--- config.mk ---
export PLATFORM = sky130hd
export DESIGN_NAME = rmt_match_router
export DESIGN_NICKNAME = d
export VERILOG_FILES = /design/src/rtl/rmt_pkg.sv /design/src/rtl/rmt_match_table.sv /design/src/rtl/rmt_match_router.sv
export SDC_FILE = /design/constraint.sdc
export NUM_CORES = 2
export LEC_CHECK = 0
export CORE_AREA = 2 2 521 523
export CTS_CLUSTER_SIZE = 24
export DETAILED_ROUTE_END_ITERATION = 8
export DIE_AREA = 0 0 523 525
export GPL_TIMING_DRIVEN = 0
export RECOVER_POWER = 25
export SETUP_SLACK_MARGIN = 0.02
export SLEW_MARGIN = 20
export SYNTH_ARGS = -nofsm -noshare
export SYNTH_HDL_FRONTEND = slang
export SYNTH_HIERARCHICAL = 1
export SYNTH_SLANG_ARGS = --single-unit
--- constraint.sdc ---
create_clock -name clk -period 5.1 [get_ports clk]
set_input_delay 1.02 -clock clk [delete_from_list [all_inputs] [get_ports clk]]
set_output_delay 1.02 -clock clk [all_outputs]
set_load 0.02 [all_outputs]
--- src/rtl/rmt_pkg.sv ---
// Shared types and constants for the match router: key layout, FSM states, offset defaults.
// No logic; consumed by rmt_match_table and rmt_match_router.
// Backpressure: not applicable.
package rmt_pkg;

    localparam int KEY_WIDTH   = 48;
    localparam int FIELD_WIDTH = 16;

    localparam int DEF_ETYPE_OFFSET = 12;
    localparam int DEF_DELIM_OFFSET = 42;
    localparam int DEF_FUNC_OFFSET  = 44;

    // Packet handling state: waiting for beat 0, passing a frame, or swallowing one
    typedef enum logic [1:0] {
        ST_IDLE = 2'd0,
        ST_FWD  = 2'd1,
        ST_DROP = 2'd2
    } state_t;

    // Lookup key as it sits in the table: {etype, delim, func}, each in network byte order
    typedef struct packed {
        logic [FIELD_WIDTH-1:0] etype;
        logic [FIELD_WIDTH-1:0] delim;
        logic [FIELD_WIDTH-1:0] func;
    } key_t;

    // Largest of the three field offsets; the runt check needs the byte after it
    function automatic int max3(input int a, input int b, input int c);
        int m;
        m = (a > b) ? a : b;
        return (m > c) ? m : c;
    endfunction

endpackage

--- src/rtl/rmt_match_table.sv ---
// Masked match table with a single config write port and a combinational priority lookup.
// Latency: lookup is combinational; a write takes effect after the clock edge it is sampled on.
// Backpressure: none; the lookup result is only consumed by the caller on its own handshake.
module rmt_match_table
    import rmt_pkg::*;
#(
    parameter int RULE_COUNT = 8,
    parameter int DEST_WIDTH = 4,
    parameter int ADDR_WIDTH = 3
) (
    input  logic                  clk,
    input  logic                  rst,
    input  logic                  cfg_wr_en,
    input  logic [ADDR_WIDTH-1:0] cfg_addr,
    input  logic                  cfg_valid,
    input  logic [KEY_WIDTH-1:0]  cfg_key,
    input  logic [KEY_WIDTH-1:0]  cfg_mask,
    input  logic                  cfg_drop,
    input  logic [DEST_WIDTH-1:0] cfg_dest,
    input  key_t                  lookup_key,
    output logic                  hit,
    output logic                  hit_drop,
    output logic [DEST_WIDTH-1:0] hit_dest
);

    logic [RULE_COUNT-1:0] rule_valid;
    logic [RULE_COUNT-1:0] rule_drop;
    logic [KEY_WIDTH-1:0]  rule_key  [RULE_COUNT];
    logic [KEY_WIDTH-1:0]  rule_mask [RULE_COUNT];
    logic [DEST_WIDTH-1:0] rule_dest [RULE_COUNT];

    // Rule storage: reset invalidates everything, a write pulse replaces one whole entry
    always_ff @(posedge clk) begin
        if (rst) begin
            rule_valid <= '0;
            rule_drop  <= '0;
            for (int i = 0; i < RULE_COUNT; i++) begin
                rule_key[i]  <= '0;
                rule_mask[i] <= '0;
                rule_dest[i] <= '0;
            end
        end else if (cfg_wr_en && (32'(cfg_addr) < RULE_COUNT)) begin
            rule_valid[cfg_addr] <= cfg_valid;
            rule_drop[cfg_addr]  <= cfg_drop;
            rule_key[cfg_addr]   <= cfg_key;
            rule_mask[cfg_addr]  <= cfg_mask;
            rule_dest[cfg_addr]  <= cfg_dest;
        end
    end

    // Priority lookup: scan high to low so the lowest matching index is the one left standing
    always_comb begin
        hit      = 1'b0;
        hit_drop = 1'b0;
        hit_dest = '0;
        for (int i = RULE_COUNT - 1; i >= 0; i--) begin
            if (rule_valid[i] && (((lookup_key ^ rule_key[i]) & rule_mask[i]) == '0)) begin
                hit      = 1'b1;
                hit_drop = rule_drop[i];
                hit_dest = rule_dest[i];
            end
        end
    end

endmodule

--- src/rtl/rmt_match_router.sv ---
// AXI-Stream classifier: looks up beat-0 header fields, then forwards the frame with a tdest or drops it.
// Latency: one cycle through a registered output slice; full throughput with no bubbles.
// Backpressure: s_axis_tready = !m_axis_tvalid || m_axis_tready, forced high while dropping.
module rmt_match_router
    import rmt_pkg::*;
#(
    parameter int DATA_WIDTH   = 512,
    parameter int KEEP_WIDTH   = DATA_WIDTH / 8,
    parameter int USER_WIDTH   = 8,
    parameter int DEST_WIDTH   = 4,
    parameter int RULE_COUNT   = 8,
    parameter int ETYPE_OFFSET = DEF_ETYPE_OFFSET,
    parameter int DELIM_OFFSET = DEF_DELIM_OFFSET,
    parameter int FUNC_OFFSET  = DEF_FUNC_OFFSET,
    parameter bit DEFAULT_DROP = 1'b1,
    parameter int DEFAULT_DEST = 0,
    parameter int CNT_WIDTH    = 32,
    localparam int ADDR_WIDTH  = (RULE_COUNT > 1) ? $clog2(RULE_COUNT) : 1
) (
    input  logic                  clk,
    input  logic                  rst,
    input  logic [DATA_WIDTH-1:0] s_axis_tdata,
    input  logic [KEEP_WIDTH-1:0] s_axis_tkeep,
    input  logic                  s_axis_tvalid,
    output logic                  s_axis_tready,
    input  logic                  s_axis_tlast,
    input  logic [USER_WIDTH-1:0] s_axis_tuser,
    output logic [DATA_WIDTH-1:0] m_axis_tdata,
    output logic [KEEP_WIDTH-1:0] m_axis_tkeep,
    output logic                  m_axis_tvalid,
    input  logic                  m_axis_tready,
    output logic                  m_axis_tlast,
    output logic [USER_WIDTH-1:0] m_axis_tuser,
    output logic [DEST_WIDTH-1:0] m_axis_tdest,
    input  logic                  cfg_wr_en,
    input  logic [ADDR_WIDTH-1:0] cfg_addr,
    input  logic                  cfg_valid,
    input  logic [KEY_WIDTH-1:0]  cfg_key,
    input  logic [KEY_WIDTH-1:0]  cfg_mask,
    input  logic                  cfg_drop,
    input  logic [DEST_WIDTH-1:0] cfg_dest,
    output logic [CNT_WIDTH-1:0]  stat_fwd_pkts,
    output logic [CNT_WIDTH-1:0]  stat_drop_pkts
);

    // Beat 0 must carry the last header byte, otherwise the key is incomplete and treated as a miss
    localparam int MAX_OFFSET = max3(ETYPE_OFFSET, DELIM_OFFSET, FUNC_OFFSET);

    state_t                state_q, state_d;
    key_t                  in_key;
    logic                  in_hs;
    logic                  runt;
    logic                  tbl_hit, tbl_drop;
    logic [DEST_WIDTH-1:0] tbl_dest;
    logic                  dec_drop;
    logic [DEST_WIDTH-1:0] dec_dest;
    logic [DEST_WIDTH-1:0] cur_dest;
    logic                  emit, decide;

    // Header extraction in network byte order: first byte on the wire is the field MSB
    always_comb begin
        in_key.etype = {s_axis_tdata[8*ETYPE_OFFSET +: 8], s_axis_tdata[8*(ETYPE_OFFSET+1) +: 8]};
        in_key.delim = {s_axis_tdata[8*DELIM_OFFSET +: 8], s_axis_tdata[8*(DELIM_OFFSET+1) +: 8]};
        in_key.func  = {s_axis_tdata[8*FUNC_OFFSET +: 8],  s_axis_tdata[8*(FUNC_OFFSET+1) +: 8]};
    end

    rmt_match_table #(
        .RULE_COUNT (RULE_COUNT),
        .DEST_WIDTH (DEST_WIDTH),
        .ADDR_WIDTH (ADDR_WIDTH)
    ) u_table (
        .clk        (clk),
        .rst        (rst),
        .cfg_wr_en  (cfg_wr_en),
        .cfg_addr   (cfg_addr),
        .cfg_valid  (cfg_valid),
        .cfg_key    (cfg_key),
        .cfg_mask   (cfg_mask),
        .cfg_drop   (cfg_drop),
        .cfg_dest   (cfg_dest),
        .lookup_key (in_key),
        .hit        (tbl_hit),
        .hit_drop   (tbl_drop),
        .hit_dest   (tbl_dest)
    );

    assign runt          = !s_axis_tkeep[MAX_OFFSET + 1];
    assign dec_drop      = (tbl_hit && !runt) ? tbl_drop : DEFAULT_DROP;
    assign dec_dest      = (tbl_hit && !runt) ? tbl_dest : DEST_WIDTH'(DEFAULT_DEST);
    assign s_axis_tready = !rst && ((state_q == ST_DROP) || !m_axis_tvalid || m_axis_tready);
    assign in_hs         = s_axis_tvalid && s_axis_tready;

    // Next-state and per-beat actions; the classification happens only on the beat-0 handshake
    always_comb begin
        state_d = state_q;
        emit    = 1'b0;
        decide  = 1'b0;
        case (state_q)
            ST_IDLE: begin
                if (in_hs) begin
                    decide = 1'b1;
                    emit   = !dec_drop;
                    if (!s_axis_tlast) begin
                        state_d = dec_drop ? ST_DROP : ST_FWD;
                    end
                end
            end
            ST_FWD: begin
                if (in_hs) begin
                    emit = 1'b1;
                    if (s_axis_tlast) begin
                        state_d = ST_IDLE;
                    end
                end
            end
            ST_DROP: begin
                if (in_hs && s_axis_tlast) begin
                    state_d = ST_IDLE;
                end
            end
            default: state_d = ST_IDLE;
        endcase
    end

    // State register; reset abandons any frame in flight
    always_ff @(posedge clk) begin
        if (rst) begin
            state_q <= ST_IDLE;
        end else begin
            state_q <= state_d;
        end
    end

    // Per-packet destination latched at the decision so mid-packet rule writes cannot disturb it
    always_ff @(posedge clk) begin
        if (rst) begin
            cur_dest <= '0;
        end else if (decide) begin
            cur_dest <= dec_dest;
        end
    end

    // Output slice: load on an emitted beat, clear valid once drained, otherwise hold steady
    always_ff @(posedge clk) begin
        if (rst) begin
            m_axis_tvalid <= 1'b0;
            m_axis_tdata  <= '0;
            m_axis_tkeep  <= '0;
            m_axis_tlast  <= 1'b0;
            m_axis_tuser  <= '0;
            m_axis_tdest  <= '0;
        end else if (emit) begin
            m_axis_tvalid <= 1'b1;
            m_axis_tdata  <= s_axis_tdata;
            m_axis_tkeep  <= s_axis_tkeep;
            m_axis_tlast  <= s_axis_tlast;
            m_axis_tuser  <= s_axis_tuser;
            m_axis_tdest  <= (state_q == ST_IDLE) ? dec_dest : cur_dest;
        end else if (m_axis_tready) begin
            m_axis_tvalid <= 1'b0;
        end
    end

    // Packet counters, one bump per decision, pinned at all-ones instead of wrapping
    always_ff @(posedge clk) begin
        if (rst) begin
            stat_fwd_pkts  <= '0;
            stat_drop_pkts <= '0;
        end else if (decide) begin
            if (dec_drop) begin
                if (stat_drop_pkts != '1) stat_drop_pkts <= stat_drop_pkts + 1'b1;
            end else begin
                if (stat_fwd_pkts != '1) stat_fwd_pkts <= stat_fwd_pkts + 1'b1;
            end
        end
    end

endmodule
==> reports/metrics.csv <==
metric,value,unit
status,finished with violations,
failing checks,"max-capacitance violations, max-slew violations",
Worst Path Arrival,5.77,ns
ys async rst share,0,
largest net degree at the start of global routing,81,
combinational share of power,0.084,
drt first pass iters,6,
combinational family with the most area after synthesis,simple AND/OR/NAND/NOR gates,
WL/cell,34.0,µm
Iter 0 DRT Violations,6318,
Post-Syn Area,59800,µm²
Startpoint Class,input port,
r2r setup slk,0.61,ns
final cell count without fillers,10912,
Root Driver,clkbuf_16,
core area,269000,µm²
RSZ-0062 raised after global routing,false,
DRC viols,0,
Post-Place Setup Slack,-3.91,ns
total gr overflow,0,
gr usage total,0.260,
sw frac,0.255,
Die H,525,µm
PD cells,331,nW/µm²
clk_lat worst skew,0.85,ns
nets,7763,
Slew Limit Fails,407,
CP Max Fanout,10,
site row count,191,
Hold EP,m_axis_tdata[249],
Worst Setup End Kind,flop,
Mapped Nets,6218,
Synth Area in XOR/XNOR,0.0574,
vias in the first global route,49017,
setup ws final,0.00299,ns
worst path cell trace,clkdlybuf4s50_1 -> buf_4 -> xor2_1 -> a22o_1 -> a221oi_2 -> and4_2 -> nand4_1 -> and3_1 -> o221ai_2 -> a41oi_2 -> and3b_2 -> o211a_4 -> buf_12 -> buf_6 -> clkbuf_8 -> clkbuf_4 -> nand2_2 -> a21oi_1,
global-route wire length before repair,471,mm
Pint,20900,µW
Worst R2R Start,u_table/rule_key[6][39],
crit path max-delay cell type,xor2_1,
Achievable Freq,196,MHz
drt total wl,371,mm
P&R area growth vs syn,41.9,%
"commonest non-fill, non-tap cells in the layout","1,333 x clkdlybuf4s50_1, 1,217 x nand2_1, 800 x edfxtp_1, 751 x and2_1, 676 x dfxtp_1",
Gate Count Post-Synth,5521,
initial cell density of the core,0.222,
I/O pin cnt,1350,
initial antenna violation count,254,
vias,52277,
Compound-Gate Fraction of Synth Area,0.0942,
worst clock skew,0.0856,ns
clk sinks,1476,
Placed Cells,10453,
CTS tree,built,
max_cap viols,9,
clock slew at reported path FFs,0.06,ns
min-delay worst type,flop to flop,
Die ar.,275000,µm²
H-tree levels,4,
M1 GR Usage,0.296,
layout cells sized above 1,0.0783,
simple-gate area share of the yosys netlist,0.188,
via-per-instance ratio,4.79,
Num CTS Buffers,173,
"commonest non-fill, non-tap cell in the layout",clkdlybuf4s50_1,
Worst-Margin Slew,2.38,ns
Mean Syn Cell Area,10.8,µm²
Lkg Pwr,0.0287,µW
Setup-failing EPs final,0,
worst vdd ir,0.383,mV
RR Endpoint,m_axis_tdata[248],
worst hold stages,2,
crit path kind,input port to flop,
met3 Use GR,0.0862,
Seq pwr share,0.468,
post-layout min period,5.10,ns
global routing usage on met2,0.410,
Post-synth EDFFs,800,
input/output buffers,1345,
Max clock buf depth,3,
Die Width,523,µm
Final Cycle Share,0.999,
library cells used by synthesis,59,
CP max stage delay,0.73,ns
NetSw,7170,µW
gpl congestion,1.03,
post-synthesis mux area share,0.00270,
GRT Max-Usage Layer,met2,
Synth Flop Type,edfxtp_1,
Synth Warn #,6,
Slew headroom,-0.598,
post-synthesis adder-cell area fraction,0.000419,
clock share of power,0.447,
critical path data required time,5.77,ns
reg2reg path depth,17,
DRT antenna net count,0,
part of the Yosys area used for sequential elements,0.628,
HPWL Detailed,295,mm
Fin. Hold Viols,0,
min-delay src,m_axis_tdata[249],
synthesized flop and latch total,1476,
## sequential cells by signal (all words and copies together) (netlist names), 2 cells and up
signal              flops
u_table/rule_drop       8
m_axis_tdest            4
m_axis_tuser            8
m_axis_tkeep           64
u_table/rule_valid      8
stat_fwd_pkts          32
m_axis_tdata          512
u_table/rule_mask     384
u_table/rule_dest      32
stat_drop_pkts         32
u_table/rule_key      384
cur_dest                4
state_q                 2
## logic make-up (layout without fill, tap and decap cells)
kind of cell / after synthesis / after routing
AO/OA/AOI/OAI: 933 / 933
XOR/XNOR: 392 / 392
adder cells (fa/ha/maj): 2 / 2
buffers and inverters: 402 / 2093
flip-flops: 1476 / 1476
multiplexers: 15 / 15
other: 0 / 130
AND/OR/NAND/NOR: 2301 / 2301
## what timing repair did
| action | CTS | global route |
|---|---|---|
| hold buffers | 0 | 0 |
| setup buffers | 11 | 2 |
| resized for setup | 195 | 87 |
| pin swaps | 6 | 7 |
| setup endpoints to repair | 657 | 642 |
## power by group through the flow
stage | Sequential [µW] | Clock (µW) | Combinational, µW
final | 13200 | 12600 | 2370
after global routing | 13200 | 13100 | 2400
after CTS | 13100 | 12700 | 2320
after detailed placement | 13400 | 0 | 2260
after global placement | 13400 | 0 | 2210
after floorplan | 13400 | 0 | 729
## through the flow
| stage | hold WS [ns] | utilization | cell area, µm² | setup TNS (ns) | total power, µW |
|---|---|---|---|---|---|
| floorplan | 0.441 | - | 59800 | 0 | 14100 |
| global placement | 0.441 | 0.288 | 77700 | -2998.82 | 15600 |
| detailed placement | 0.447 | 0.290 | 78100 | -1920.81 | 15600 |
| CTS | 0.455 | 0.314 | 84400 | 0 | 28200 |
| global route | 0.467 | 0.314 | 84600 | 0 | 28700 |
| finish | 0.453 | 0.315 | 84800 | 0 | 28100 |
## how the worst max path moves through the flow
stage | endpoint | slack [ns] | from | cells past startpoint
global route | stat_fwd_pkts[30] | 0.02 | s_axis_tdata[349] | 16
CTS | m_axis_tdata[452] | 0.02 | s_axis_tdata[338] | 19
finish | m_axis_tdata[248] | 0.003 | s_axis_tdata[97] | 18
detailed placement | m_axis_tdata[248] | -3.91 | s_axis_tdata[367] | 18
global placement | m_axis_tdata[465] | -4.64 | s_axis_tdata[367] | 18
floorplan | stat_fwd_pkts[30] | 0.61 | s_axis_tdata[351] | 16
## routing by layer
layer	part of all wire	up-vias	wire [µm]
met5	0.0010	-	387
met4	0.077	56	28600
met3	0.11	866	40800
met2	0.45	3470	168000
met1	0.36	25725	133000
li1	-	22160	-
## critical path: cells and delay by family
kind	cells	cell delay [ns]
and+or+nand+nor	5	1.23
buffers and inverters	6	1.58
xor gates and xnor gates	1	0.73
AOI/OAI and AO/OA	6	1.15
## synthesized netlist by cell type (23+ instances only)
library cell	n	share of area
o31ai_1	23	0.0029
or4_1	26	0.0033
inv_1	39	0.0024
a22o_1	76	0.011
xor2_1	388	0.057
clkbuf_1	299	0.019
nand3_1	39	0.0033
nor3_1	24	0.0020
a22oi_1	54	0.0068
a221oi_1	52	0.0076
nand2_1	1221	0.077
edfxtp_1	800	0.40
and2_1	801	0.084
o21ai_0	28	0.0023
buf_2	29	0.0024
nand4_1	30	0.0031
nor2_1	59	0.0037
a21oi_1	637	0.053
dfxtp_1	676	0.23
## cell type report
cell class	count	area, µm²
multi-input cells	3643	21000
clock buffers	226	4720
clock inverters	95	936
plain buffers	358	1890
fillers	27426	185000
well taps	3570	4470
inverters	39	156
flip-flops and latches	1476	37600
repair buffers	1375	13800
diodes	130	325
Power figures use the tool's default switching activity.
